### src/rtl/instr_fetch.sv
`default_nettype none
// ============================================================================
// Module      : instr_fetch
// Description : Single-entry instruction fetch stage. It fetches from a
//               combinational instruction memory, hands words to decode over
//               a valid/ready handshake, and supports redirects and a sticky
//               fetch fault.
// Revision    : 1.0 - initial release
// ============================================================================
module instr_fetch #(
    parameter logic [31:0] RESET_PC  = 32'h0000_0000,
    parameter int unsigned MEM_DEPTH = 256
) (
    input  logic        clk,
    input  logic        rst_n,
    input  logic        fetch_en,
    input  logic        redirect_valid,
    input  logic [31:0] redirect_pc,
    output logic [31:0] imem_addr,
    input  logic [31:0] imem_data,
    output logic        out_valid,
    input  logic        out_ready,
    output logic [31:0] out_instr,
    output logic [31:0] out_pc,
    output logic        fault,
    output logic [31:0] fetch_count
);

    localparam logic [31:0] c_MEM_WORDS = 32'(MEM_DEPTH);

    typedef enum logic [0:0] {
        ST_RUN   = 1'b0,
        ST_FAULT = 1'b1
    } state_t;

    state_t      state_q, state_d;
    logic [31:0] pc_q, pc_d;
    logic        valid_q, valid_d;
    logic [31:0] instr_q, instr_d;
    logic [31:0] opc_q, opc_d;
    logic        fault_q, fault_d;
    logic [31:0] count_q, count_d;

    logic        w_pc_bad;
    logic        w_accept;
    logic        w_slot_free;

    // Misaligned, or word index past the end of the attached memory.
    assign w_pc_bad    = (pc_q[1:0] != 2'b00) || ({2'b00, pc_q[31:2]} >= c_MEM_WORDS);
    assign w_accept    = valid_q & out_ready;
    assign w_slot_free = ~valid_q | out_ready;

    always_ff @(posedge clk or negedge rst_n) begin
        if (!rst_n) begin
            state_q <= ST_RUN;
            pc_q    <= RESET_PC;
            valid_q <= 1'b0;
            instr_q <= 32'h0000_0000;
            opc_q   <= 32'h0000_0000;
            fault_q <= 1'b0;
            count_q <= 32'h0000_0000;
        end else begin
            state_q <= state_d;
            pc_q    <= pc_d;
            valid_q <= valid_d;
            instr_q <= instr_d;
            opc_q   <= opc_d;
            fault_q <= fault_d;
            count_q <= count_d;
        end
    end

    always_comb begin
        state_d = state_q;
        pc_d    = pc_q;
        valid_d = valid_q;
        instr_d = instr_q;
        opc_d   = opc_q;
        fault_d = fault_q;
        // Accepts are counted even when a redirect flushes the entry.
        count_d = w_accept ? (count_q + 32'd1) : count_q;

        if (redirect_valid) begin
            pc_d    = redirect_pc;
            valid_d = 1'b0;
            state_d = ST_RUN;
            fault_d = 1'b0;
        end else begin
            if (w_accept) begin
                valid_d = 1'b0;
            end
            if ((state_q == ST_RUN) && fetch_en) begin
                if (w_pc_bad) begin
                    state_d = ST_FAULT;
                    fault_d = 1'b1;
                end else if (w_slot_free) begin
                    instr_d = imem_data;
                    opc_d   = pc_q;
                    valid_d = 1'b1;
                    pc_d    = pc_q + 32'd4;
                end
            end
        end
    end

    assign imem_addr   = pc_q;
    assign out_valid   = valid_q;
    assign out_instr   = instr_q;
    assign out_pc      = opc_q;
    assign fault       = fault_q;
    assign fetch_count = count_q;

endmodule
`default_nettype wire

### config.mk
export PLATFORM = sky130hd
export DESIGN_NAME = instr_fetch
export DESIGN_NICKNAME = d
export VERILOG_FILES = /design/src/rtl/instr_fetch.sv
export SDC_FILE = /design/constraint.sdc
export NUM_CORES = 1
export LEC_CHECK = 0
export ABC_AREA = 0
export ABC_CLOCK_PERIOD_IN_PS = 3220
export CAP_MARGIN = 40
export CORE_ASPECT_RATIO = 1.2
export CORE_MARGIN = 2
export CORE_UTILIZATION = 55
export DETAILED_ROUTE_END_ITERATION = 12
export DONT_BUFFER_PORTS = 1
export PLACE_DENSITY = 0.8
export SYNTH_ARGS = -nofsm -noshare
export SYNTH_HDL_FRONTEND = slang
export SYNTH_SLANG_ARGS = --single-unit
### constraint.sdc
create_clock -name clk -period 3.22 [get_ports clk]
set_clock_uncertainty 0.15 [all_clocks]
set_input_delay 0.644 -clock clk [delete_from_list [all_inputs] [get_ports clk]]
set_output_delay 0.644 -clock clk [all_outputs]
set_load 0.03 [all_outputs]
==> results of run 1 <==
-- metal layers --
layer  share of wire, %  vias up  global-route usage [%]
li1                   -     1477                       -
met1                 37     1664                    24.9
met2                 52      152                    36.0
met3                9.1       14                    10.7
met4                1.8        0                    8.21
met5                  0        -                       0
-- cells in the mapped netlist (4+ instances only) --
cell,n,area [sq um]
o21ai_0,4,20.0
nor2b_1,28,175
xor2_1,10,87.6
nand3_1,15,75.1
inv_1,6,22.5
nor2_1,8,30.0
nand4_1,19,119
clkbuf_1,12,45.0
mux2_2,58,653
and4_1,5,43.8
dfrtp_1,130,3250
and3_1,7,43.8
nor4_1,12,75.1
buf_6,4,45.0
xnor2_1,21,184
nor3_1,4,20.0
mux2_1,6,67.6
nand2_1,16,60.1
or4_1,5,37.5
-- power breakdown --
group / internal [uW] / switching [uW] / leakage [uW]
clock network: 1390 / 686 / 0.000309
registers: 1690 / 190 / 0.00172
logic: 59.5 / 33.8 / 0.000812
total: 3140 / 910 / 0.00284
-- through the flow --
step	setup slack, ps	util [%]	total power, uW	hold WS (ps)
final	717	64.3	4050	-219
after global routing	575	64.3	4190	-248
after CTS	702	64.3	4100	-235
after detailed placement	746	57.5	2000	201
after global placement	721	57.5	1990	201
after floorplan	776	-	1970	198
-- cell type report --
cell class	instances	area share, %
Clock buffer	19	7.24
Clock inverter	13	3.41
Inverter	7	0.429
Multi-Input combinational cell	252	32.6
Sequential cell	130	53.1
Tap cell	123	2.51
Timing Repair Buffer	4	0.695
-- worst max-delay path by stage --
stage / endpoint / startpoint / slack (ps)
global route: out_instr[1]$_DFFE_PN0P_ / imem_addr[25]$_DFFE_PN0P_ / 580
global placement: out_instr[29]$_DFFE_PN0P_ / imem_addr[16]$_DFFE_PN0P_ / 720
finish: out_instr[15]$_DFFE_PN0P_ / imem_addr[16]$_DFFE_PN0P_ / 720
detailed placement: out_instr[8]$_DFFE_PN0P_ / imem_addr[22]$_DFFE_PN0P_ / 750
floorplan: out_instr[0]$_DFFE_PN0P_ / imem_addr[17]$_DFFE_PN0P_ / 780
CTS: out_instr[8]$_DFFE_PN0P_ / imem_addr[16]$_DFFE_PN0P_ / 700
-- registers in the layout, indices dropped and copies added, names as in the netlist --
register	flops
fault	1
out_instr	32
imem_addr	32
out_valid	1
fetch_count	32
out_pc	32
-- kinds of logic (layout without fill, tap and decap cells) --
family | after synthesis | after routing | synth area share (%)
AOI/OAI and AO/OA | 22 | 22 | 3.20
xor gates and xnor gates | 31 | 31 | 5.06
adders and majority gates | 3 | 3 | 0.700
buffers and inverters | 23 | 43 | 2.17
DFF | 130 | 130 | 60.7
muxes | 64 | 64 | 13.4
and+or+nand+nor | 132 | 132 | 14.8
==> impl_metrics.yaml, run 1 <==
global_route:
  grt-ovfl-total: 0
  grt_pass1_wl_mm: 17.8
  grt.total_usage_pct: 22.0
  grt_max_degree: 131
  antenna_found_initial: 0
  grt_pass1_vias: 3415
place:
  io_buffers: 0
  dp_hpwl_mm: 7.59
  dp_cells: 516
  gp_congestion: 0.767
  placed_area_sq_um: 5470
layout:
  nNetsFinal: 484
  design_area_sq_um: 6120
  final_cell_mix: "dfrtp_1, mux2_2, nor2b_1, xnor2_1, nand4_1"
  ff_latch_area_sq_um: 3250
  multiInputGateArea_sq_um: 1990
  final_common_cell: "dfrtp_1"
  syn2layout_area_growth_pct: 14.1
  stdcell_count: 548
  fillCellCount: 709
  num_antenna_cells: 0
  layout-drive-gt1-share_pct: 22.8
cts:
  postCtsSetupBuffers: 0
  clk_latency_ps: 400
  root_buffer: "clkbuf_16"
  cts_htree_levels: 4
  cts_tree: "done"
  cts_buffers: 17
  path_clk_slew_ps: 60
  ctsResizeCount: 0
  ctsLongestPathBuffers: 2
  clock-sinks: 130
hold_path:
  hold_path_class: "in2async"
die:
  die-area_sq_um: 10600
  initial_utilization_pct: 56.4
  die_y_um: 112
  pin_count: 199
  rows: 39
  fp.dieW_um: 94.1
  core_area_sq_um: 9520
drt:
  vias: 3307
  routed_wl_mm: 11.3
  dr.pass1.iters: 4
  postRouteAntennaNets: 0
  vias_per_cell: 6.03
  drtIter0Drc: 120
  drc: 0
  post_drt_wl_per_cell_um: 20.6
synth:
  syn_avg_cell_area_sq_um: 13.2
  synthDistinctLibCells: 41
  syn_inst: 405
  ys_seq_area_share_pct: 60.7
  ys_ff_latch: 130
  ys.flop_type: "dfrtp_1"
  synthesis.area_sq_um: 5360
  async_flop_share_pct: 100
  syn-num-nets: 477
  synth_edf_count: 0
  ys_warn_count: 0
sta:
  hold_viol: 130
  final_max_slew_viol_count: 0
  period_minus_slack_ps: 2500
  holdWs_ps: -219
  worst_pin_slew_ps: 862
  rsz0062_at_grt: "no"
  maxSlewHeadroom_pct: 42.3
  post-route-period-util_pct: 77.7
  max_freq_mhz: 400
  setup_viol: 0
  setup_tns_ps: 0
critical_path:
  crit_type: "reg2reg"
  slowest_stage: "dfrtp_1"
  reg2reg_slack_ps: 720
  crit_family: "simple AND/OR/NAND/NOR gates"
  reg2reg_from: "imem_addr[16]$_DFFE_PN0P_"
  r2r_cells: 5
  cp_max_fo: 64
  start_kind: "flop"
  r2r-end: "out_instr[15]$_DFFE_PN0P_"
  cp_slowest_stage_delay_ps: 510
  path_buf_inv: 1
  path_cells: "nor4_1 > nand4_2 > nor4_4 > buf_12 > mux2_2"
  worstPathRequired_ps: 3350
  crit_path_end_kind: "flop"
  cp.depth: 5
  worst_ep_arrival_time_ps: 2640
pwr:
  vdd_ir_drop_max_mv: 0.470
  leakage_uw: 0.00284
  pwr_density_cell_nw_per_um2: 662
flow_run:
  drv_cap: 0
outcome:
  outcome: "complete, but fails checks"
  violations: "negative hold slack"
Note: power is estimated with default switching activity, not from simulation.
==> run 2, diff against run 1 <==
--- a/config.mk
+++ b/config.mk
@@ -6,14 +6,14 @@
 export NUM_CORES = 1
 export LEC_CHECK = 0
 export ABC_AREA = 0
-export ABC_CLOCK_PERIOD_IN_PS = 3220
+export ABC_CLOCK_PERIOD_IN_PS = 2200
 export CAP_MARGIN = 40
 export CORE_ASPECT_RATIO = 1.2
 export CORE_MARGIN = 2
 export CORE_UTILIZATION = 55
 export DETAILED_ROUTE_END_ITERATION = 12
 export DONT_BUFFER_PORTS = 1
-export PLACE_DENSITY = 0.8
+export PLACE_DENSITY = 0.83
 export SYNTH_ARGS = -nofsm -noshare
 export SYNTH_HDL_FRONTEND = slang
 export SYNTH_SLANG_ARGS = --single-unit
==> constraint.sdc (replaced) <==
create_clock -name clk -period 2.2 [get_ports clk]
set_clock_uncertainty 0.15 [all_clocks]
set_input_delay 0.44 -clock clk [delete_from_list [all_inputs] [get_ports clk]]
set_output_delay 0.44 -clock clk [all_outputs]
set_load 0.03 [all_outputs]
==> impl_metrics.yaml, run 2 (synthesis gave the netlist of run 1 again) <==
global_route:
  grt-ovfl-total: 0
  grt_pass1_vias: 3814
  grt_pass1_wl_mm: 19.5
  antenna_found_initial: 0
  grt_max_degree: 131
  grt.total_usage_pct: 24.3
die:
  die-area_sq_um: 10600
  rows: 39
  initial_utilization_pct: 56.4
  core_area_sq_um: 9520
  fp.dieW_um: 94.1
  die_y_um: 112
  pin_count: 199
pwr:
  pwr-share-clk_pct: 48.5
  p_comb_share_pct: 7.0
  p_int_uw: 4450
  power_switching_uw: 1430
  pwr_density_cell_nw_per_um2: 850
  total_power_uw: 5890
  vdd_ir_drop_max_mv: 0.736
  pwr-share-seq_pct: 44.5
  switching_share_pct: 24.3
  leakage_uw: 0.00324
sta:
  post-route-period-util_pct: 100
  setup_slack_ps: -9.97
  rsz0062_at_grt: "yes"
  holdWs_ps: -427
  max_freq_mhz: 452
  period_minus_slack_ps: 2210
  setup_viol: 8
  worst_pin_slew_ps: 523
  hold_viol: 130
  maxSlewHeadroom_pct: 65.2
  final_max_slew_viol_count: 0
place:
  placed_area_sq_um: 5950
  io_buffers: 0
  dp_hpwl_mm: 8.22
  gp_congestion: 0.797
critical_path:
  start_kind: "flop"
  worstPathRequired_ps: 2340
  cp_max_fo: 6
  slowest_stage: "dfrtp_2"
  crit_path_end_kind: "flop"
  crit_type: "reg2reg"
  path_cells: "nor4_4 > nand4_2 > nor4_4 > buf_6 > clkbuf_16 > mux2_4"
  r2r_cells: 6
  worst_ep_arrival_time_ps: 2350
  cp_slowest_stage_delay_ps: 420
  cp_common_cell: "nor4_4"
cts:
  hold_buffers: 2
  clk_latency_ps: 410
  cts_tree: "done"
  clock-sinks: 130
  cts_htree_levels: 4
  path_clk_slew_ps: 60
  ctsLongestPathBuffers: 2
  cts_buffers: 17
  root_buffer: "clkbuf_16"
drt:
  routed_wl_mm: 13.1
  vias: 3642
  post_drt_wl_per_cell_um: 21.3
  dr.pass1.iters: 5
  vias_per_cell: 5.92
  drc: 0
  postRouteAntennaNets: 0
  drtIter0Drc: 125
layout:
  design_area_sq_um: 6920
  final_common_cell: "dfrtp_1"
  layout-drive-gt1-share_pct: 37.0
  syn2layout_area_growth_pct: 29.0
  final_cell_mix: "dfrtp_1, buf_4, mux2_4, nor2b_1, mux2_2"
  num_antenna_cells: 0
  fillCellCount: 602
  nNetsFinal: 551
outcome:
  outcome: "complete, but fails checks"
  violations: "negative hold slack, negative setup slack"
flow_run:
  drv_cap: 0
hold_path:
  hold_path_class: "in2async"
[run 2: power groups by stage]
stage / clock [uW] / combinational (uW) / sequential [uW]
floorplan: 0 / 136 / 2760
global placement: 0 / 379 / 2640
detailed placement: 0 / 390 / 2650
CTS: 2900 / 399 / 2610
global route: 3020 / 434 / 2630
finish: 2860 / 412 / 2620
[run 2: timing repair]
action / CTS / global route
setup endpoints to repair: 55 / 57
pin swaps: 2 / 1
cloned: 2 / 4
gates resized for setup: 4 / 40
hold endpoints to repair: 133 / 130
setup buffers: 2 / 0
[run 2: per-stage QoR]
step / setup slack [ps] / util [%] / setup TNS (ps) / cells
5_1_grt: -75.0 / 72.7 / -1740 / 615
6_report: -9.97 / 72.7 / -31.6 / 615
2_1_floorplan: -230 / - / -10280 / 405
3_5_place_dp: -54.1 / 62.5 / -1090 / 573
4_1_cts: 14.6 / 70.0 / 0 / 611
3_3_place_gp: -5.20 / 62.5 / -43.9 / 573
[run 2: metal layers]
metal  share of wire [%]  track usage (%)  up-vias
li1                    -                -     1613
met1                  36             26.8     1823
met2                  51             40.4      178
met3                  10             11.3       28
met4                 2.5             9.66        0
met5                   0                0        -
[run 2: path summary, 6_finish.rpt]
check,from,slack (ps),end
min in group clk,imem_data[9],20,out_instr[9]$_DFFE_PN0P_
setup reg to reg,imem_addr[16]$_DFFE_PN0P_,-10,out_instr[13]$_DFFE_PN0P_
hold / removal,rst_n,-430,fetch_count[20]$_DFFE_PN0P_
setup / recovery,imem_addr[16]$_DFFE_PN0P_,-10,out_instr[13]$_DFFE_PN0P_
max in group asynchronous,rst_n,2190,out_pc[3]$_DFFE_PN0P_
hold reg to reg,fetch_count[16]$_DFFE_PN0P_,410,fetch_count[16]$_DFFE_PN0P_
[run 2: final cells by class]
| class | instances | area [sq um] | area share (%) |
|---|---|---|---|
| inverter | 7 | 26.3 | 0.380 |
| multi-input combinational | 252 | 2200 | 31.7 |
| timing repair buffer | 71 | 672 | 9.71 |
| clock buffer | 17 | 425 | 6.15 |
| sequential | 130 | 3260 | 47.2 |
| tap | 123 | 154 | 2.22 |
| clock inverter | 15 | 183 | 2.64 |
[run 2: critical path, delay by kind of cell, from the launching register on]
kind	cells	cell delay [ps]
mux	1	300
simple gates	3	830
buf+inv	2	400
flops	1	420
